$ cat src/rtl/uart_rx_packet_ctrl.sv
// uart_rx_packet_ctrl: turns the uart_rx byte stream into checksummed, addressed byte writes.
// Frame: SYNC, ADDR, LEN, LEN payload bytes, CSUM (XOR of ADDR, LEN and payload).
// Payload is buffered and only drained to the write port once the checksum verifies.
module uart_rx_packet_ctrl #(
   parameter int unsigned MAX_LEN        = 16,
   parameter int unsigned TIMEOUT_CYCLES = 37500,
   parameter logic [7:0]  SYNC_BYTE      = 8'hA5
) (
   input  logic       clk,
   input  logic       rst,
   input  logic       rx_ready,
   input  logic [7:0] rx_data,
   output logic       wr_valid,
   input  logic       wr_ready,
   output logic [7:0] wr_addr,
   output logic [7:0] wr_data,
   output logic       pkt_done,
   output logic       pkt_err,
   output logic [1:0] err_code,
   output logic [7:0] err_count
);

   localparam int unsigned IW = $clog2(MAX_LEN + 1);
   localparam int unsigned AW = (MAX_LEN > 1) ? $clog2(MAX_LEN) : 1;
   localparam int unsigned TW = $clog2(TIMEOUT_CYCLES + 1);

   localparam logic [1:0] ErrTimeout = 2'd0;
   localparam logic [1:0] ErrLen     = 2'd1;
   localparam logic [1:0] ErrCsum    = 2'd2;
   localparam logic [1:0] ErrOverrun = 2'd3;

   typedef enum logic [2:0] {StIdle, StAddr, StLen, StPayload, StCsum, StDrain} state_t;

   state_t        state_q;
   logic [7:0]    base_q;
   logic [7:0]    len_q;
   logic [7:0]    xor_q;
   logic [IW-1:0] idx_q;
   logic [TW-1:0] tmo_q;
   logic [7:0]    pbuf [2**AW];

   logic          tmo_run;
   logic          tmo_hit;
   logic          len_bad;
   logic          last_beat;
   logic [IW-1:0] idx_nxt;
   logic          err_set;
   logic [1:0]    err_set_code;

   assign idx_nxt   = idx_q + 1'b1;
   assign tmo_run   = state_q inside {StAddr, StLen, StPayload, StCsum};
   // A byte in the limit cycle wins over the timeout.
   assign tmo_hit   = tmo_run && !rx_ready && (tmo_q == TW'(TIMEOUT_CYCLES));
   assign len_bad   = (rx_data == 8'd0) || (32'(rx_data) > MAX_LEN);
   assign last_beat = (8'(idx_q) == (len_q - 8'd1));

   // Decode which error, if any, is raised by this cycle's byte or the timeout.
   always_comb begin
      err_set      = 1'b0;
      err_set_code = ErrTimeout;
      case (state_q)
         StLen: begin
            if (rx_ready && len_bad) begin
               err_set      = 1'b1;
               err_set_code = ErrLen;
            end
         end
         StCsum: begin
            if (rx_ready && (rx_data != xor_q)) begin
               err_set      = 1'b1;
               err_set_code = ErrCsum;
            end
         end
         StDrain: begin
            if (rx_ready) begin
               err_set      = 1'b1;
               err_set_code = ErrOverrun;
            end
         end
         default: ;
      endcase
      if (tmo_hit) begin
         err_set      = 1'b1;
         err_set_code = ErrTimeout;
      end
   end

   // Payload storage; left unreset since it is only read after a full packet has landed.
   always_ff @(posedge clk) begin
      if ((state_q == StPayload) && rx_ready) begin
         pbuf[idx_q[AW-1:0]] <= rx_data;
      end
   end

   // Packet sequencer: state, datapath registers and all registered outputs.
   always_ff @(posedge clk or negedge rst) begin
      if (!rst) begin
         state_q   <= StIdle;
         base_q    <= '0;
         len_q     <= '0;
         xor_q     <= '0;
         idx_q     <= '0;
         tmo_q     <= '0;
         wr_valid  <= 1'b0;
         wr_addr   <= '0;
         wr_data   <= '0;
         pkt_done  <= 1'b0;
         pkt_err   <= 1'b0;
         err_code  <= '0;
         err_count <= '0;
      end else begin
         pkt_done <= 1'b0;
         pkt_err  <= err_set;
         if (err_set) begin
            err_code <= err_set_code;
            if (err_count != 8'hFF) begin
               err_count <= err_count + 8'd1;
            end
         end
         tmo_q <= (tmo_run && !rx_ready && !tmo_hit) ? tmo_q + 1'b1 : '0;

         case (state_q)
            StIdle: begin
               if (rx_ready && (rx_data == SYNC_BYTE)) begin
                  state_q <= StAddr;
               end
            end
            StAddr: begin
               if (rx_ready) begin
                  base_q  <= rx_data;
                  xor_q   <= rx_data;
                  state_q <= StLen;
               end
            end
            StLen: begin
               if (rx_ready) begin
                  if (len_bad) begin
                     state_q <= StIdle;
                  end else begin
                     len_q   <= rx_data;
                     xor_q   <= xor_q ^ rx_data;
                     idx_q   <= '0;
                     state_q <= StPayload;
                  end
               end
            end
            StPayload: begin
               if (rx_ready) begin
                  xor_q <= xor_q ^ rx_data;
                  idx_q <= idx_nxt;
                  if (8'(idx_nxt) == len_q) begin
                     state_q <= StCsum;
                  end
               end
            end
            StCsum: begin
               if (rx_ready) begin
                  if (rx_data == xor_q) begin
                     state_q  <= StDrain;
                     idx_q    <= '0;
                     wr_valid <= 1'b1;
                     wr_addr  <= base_q;
                     wr_data  <= pbuf[0];
                  end else begin
                     state_q <= StIdle;
                  end
               end
            end
            StDrain: begin
               // Incoming bytes here are dropped; only the overrun error reacts to them.
               if (wr_valid && wr_ready) begin
                  if (last_beat) begin
                     wr_valid <= 1'b0;
                     pkt_done <= 1'b1;
                     idx_q    <= '0;
                     state_q  <= StIdle;
                  end else begin
                     idx_q   <= idx_nxt;
                     wr_addr <= wr_addr + 8'd1;
                     wr_data <= pbuf[idx_nxt[AW-1:0]];
                  end
               end
            end
            default: state_q <= StIdle;
         endcase

         if (tmo_hit) begin
            state_q <= StIdle;
         end
      end
   end

endmodule

$ cat config.mk
export PLATFORM = sky130hd
export DESIGN_NAME = uart_rx_packet_ctrl
export DESIGN_NICKNAME = d
export VERILOG_FILES = /design/src/rtl/uart_rx_packet_ctrl.sv
export SDC_FILE = /design/constraint.sdc
export NUM_CORES = 1
export LEC_CHECK = 0
export CORE_MARGIN = 4
export CORE_UTILIZATION = 55
export DETAILED_ROUTE_END_ITERATION = 8
export GPL_TIMING_DRIVEN = 0
export PLACE_DENSITY = 0.69
export SLEW_MARGIN = 40
export SYNTH_ARGS = -nofsm -noshare
export SYNTH_HDL_FRONTEND = slang
export SYNTH_SLANG_ARGS = --single-unit
export TNS_END_PERCENT = 5
$ cat constraint.sdc
create_clock -name clk -period 4.7 [get_ports clk]
set_clock_uncertainty 0.15 [all_clocks]
set_input_delay 0.47 -clock clk [delete_from_list [all_inputs] [get_ports clk]]
set_output_delay 0.47 -clock clk [all_outputs]
set_load 0.03 [all_outputs]
==> out/qor.yml <==
clk_latency_ns: 0.50
hp-class: "primary input to async pin"
vias: 5832
grt_max_degree: 43
vdd_drop_max_v: 0.000353
path_cells: "buf_2 > clkbuf_2 > inv_1 > ha_1 > clkbuf_1 > clkbuf_1 > mux4_2 > mux2i_1 > nor3_1 > a221o_1 > mux2_1"
yosysTopAreaCell: "edfxtp_1"
use_met2_pct: 35.3
slew_viol_final: 0
grt_first_pass_wirelength_mm: 31.6
p_leak_nw: 3.91
crit_arrival_ns: 4.36
fin_ws_ns: 0.566
syn_inst: 677
drive_above_1_share_pct: 14.5
synth-seq-cells: 205
cts.sinks: 205
rsz0062_at_grt: "no"
critical_path_required_ns: 4.93
syn-num-nets: 698
grt_pass1_vias: 5850
fin_area_um2: 10700
max_stage_delay_ns: 0.51
h-tree-depth: 1
path_clk_slew_ns: 0.06
drt_iter0_drc: 426
dp_slack_ns: 0.192
tightest_slew_ns: 0.871
drt_pass1_iterations: 5
clk_path_buf_depth: 3
synth_top_area_share_pct: 41.4
netlist_area_um2: 9280
path_max_fanout: 10
cap_violations: 0
worstSetupPathType: "flop to flop"
met1_usage_pct: 31.1
routedWlPerCell_um: 20.4
dieArea_um2: 19000
p_total_mw: 5.78
coreArea_um2: 16600
final_common_cell: "edfxtp_1"
fmax_mhz: 242
grt_util_met3_pct: 3.70
setup_viol: 0
cp-end-kind: "flop"
num_rows: 47
drtAntennaViolNets: 0
port_buffers: 39
cts_setup_buffers: 0
finalNetCount: 763
cts_buffers: 22
setup_tns_ns: 0
synthArstFlopShare_pct: 37.6
power_density_nw_per_um2: 543
post-dp-hpwl_mm: 13.5
synth_edf_count: 128
synthFlopType: "edfxtp_1"
drt_drc_violations_left: 0
slowest_stage: "clkbuf_1"
outcome: "finished clean"
start_util_pct: 56.0
grt_overflow: 0
ys_seq_area_share_pct: 62.2
crit_start: "idx_q[0]"
die_w_um: 138
avgSynthCellArea_um2: 13.7
yosysWarnings: 0
busiest_layer: "met2"
viasPerCell: 5.96
min_period_over_period_pct: 88.0
io_pins: 41
cp-start-kind: "flop"
holdWs_ns: 0.269
cts_tree: "done"
place.gp.congestion: 0.873
synthTopCellsByArea: "edfxtp_1 (41%), dfrtp_1 (21%), mux4_2 (8.0%)"
final_cell_mix: "edfxtp_1 (128), dfrtp_1 (77), nand2_1 (70)"
synth_cell_types: 58
crit_top_cell: "clkbuf_1"
die_h_um: 138
place_area_um2: 9970
routed_wl_mm: 20.0
antenna_found_initial: 0
syn2layout_area_growth_pct: 14.9
r2r_start: "idx_q[0]"
hold_viol_final: 0
grt_use_total_pct: 21.7
diodes: 0
fin_crit_ns: 4.13
cts_root_buf: "clkbuf_16"
max_slew_margin_pct: 41.5
## kinds of logic (layout without fill, tap and decap cells)
group	count (synthesis)	after routing	synth area share, %
adders and majority gates	9	9	1.21
AOI/OAI and AO/OA	91	91	6.81
buffers and inverters	47	128	2.24
and+or+nand+nor	219	219	11.7
muxes	67	67	12.0
xor gates and xnor gates	39	39	3.84
DFF	205	205	62.2
## area by class of cell
type | instances | area, um2
fill | 1247 | 5920
multi-input combinational | 425 | 3320
timing repair buffer | 41 | 397
clock buffer | 32 | 619
tap | 220 | 275
inverter | 13 | 48.8
buffer | 34 | 160
sequential | 205 | 5770
clock inverter | 8 | 65.1
## synthesized netlist by cell type (6+ instances only)
cell type and count:
nand2_1 70, a21o_1 12, mux2_1 6, nor2_1 43, mux2_2 15, nand2b_1 8, and3_1 11, ha_1 9
mux4_2 33, a221o_1 7, a31oi_1 12, and2_1 8, dfrtp_1 77, clkbuf_1 23, nand3_1 23, edfxtp_1 128
a21oi_1 16, nor3b_1 10, nand4_1 6, mux2i_1 12, xnor2_1 14, nor3_1 17, inv_1 13, xor2_1 24
buf_2 7, o21ai_0 22
## metal layers
metal	share of wire (%)	wire length, um
met5	0	0
met4	2.1	421
met3	4.7	941
met2	50	9950
met1	43	8680
## through the flow
stage          utilization (%)  instances
6_report                  64.3        978
5_1_grt                   64.3        978
4_1_cts                   64.3        978
3_5_place_dp              60.1        937
3_3_place_gp              60.0        936
2_1_floorplan                -        677
## repair_timing
action | in CTS | in global routing
gates resized for setup | 0 | 1
setup endpoints to repair | 0 | 4
hold buffers | 1 | 0
hold endpoints to repair | 35 | 0
## state kept, by name, summed over array words and instances (netlist names), 8 cells and up
| name | count |
|---|---|
| pbuf | 128 |
| tmo_q | 16 |
| base_q | 8 |
| err_count | 8 |
| len_q | 8 |
| wr_addr | 8 |
| wr_data | 8 |
| xor_q | 8 |
## critical path, delay by kind of cell (launching register included)
kind                       cells  cell delay, ns
DFF                            1            0.43
buffers and inverters          5            1.72
and+or+nand+nor                1            0.14
muxes                          3            0.96
AOI/OAI and AO/OA              1            0.29
adders and majority gates      1            0.30
## worst paths after layout
check                             endpoint  slack [ns]  cells after the start
worst max-delay path            wr_data[2]        0.57                     11
worst min-delay path            wr_data[7]        0.27                      2
worst max register to register  wr_data[2]        0.57                     11
worst min register to register  wr_data[3]        0.33                      1
max in group asynchronous         tmo_q[4]        3.56                      3
min in group clk                state_q[2]        0.27                      3
## report_power, final
part           switching, mW  leakage (nW)  internal, mW  total, mW
logic                   1.02          1.44         0.818       1.83
registers              0.187          2.15          2.13       2.32
clock network          0.661         0.333         0.969       1.63
Note: power is estimated with default switching activity, not from simulation.
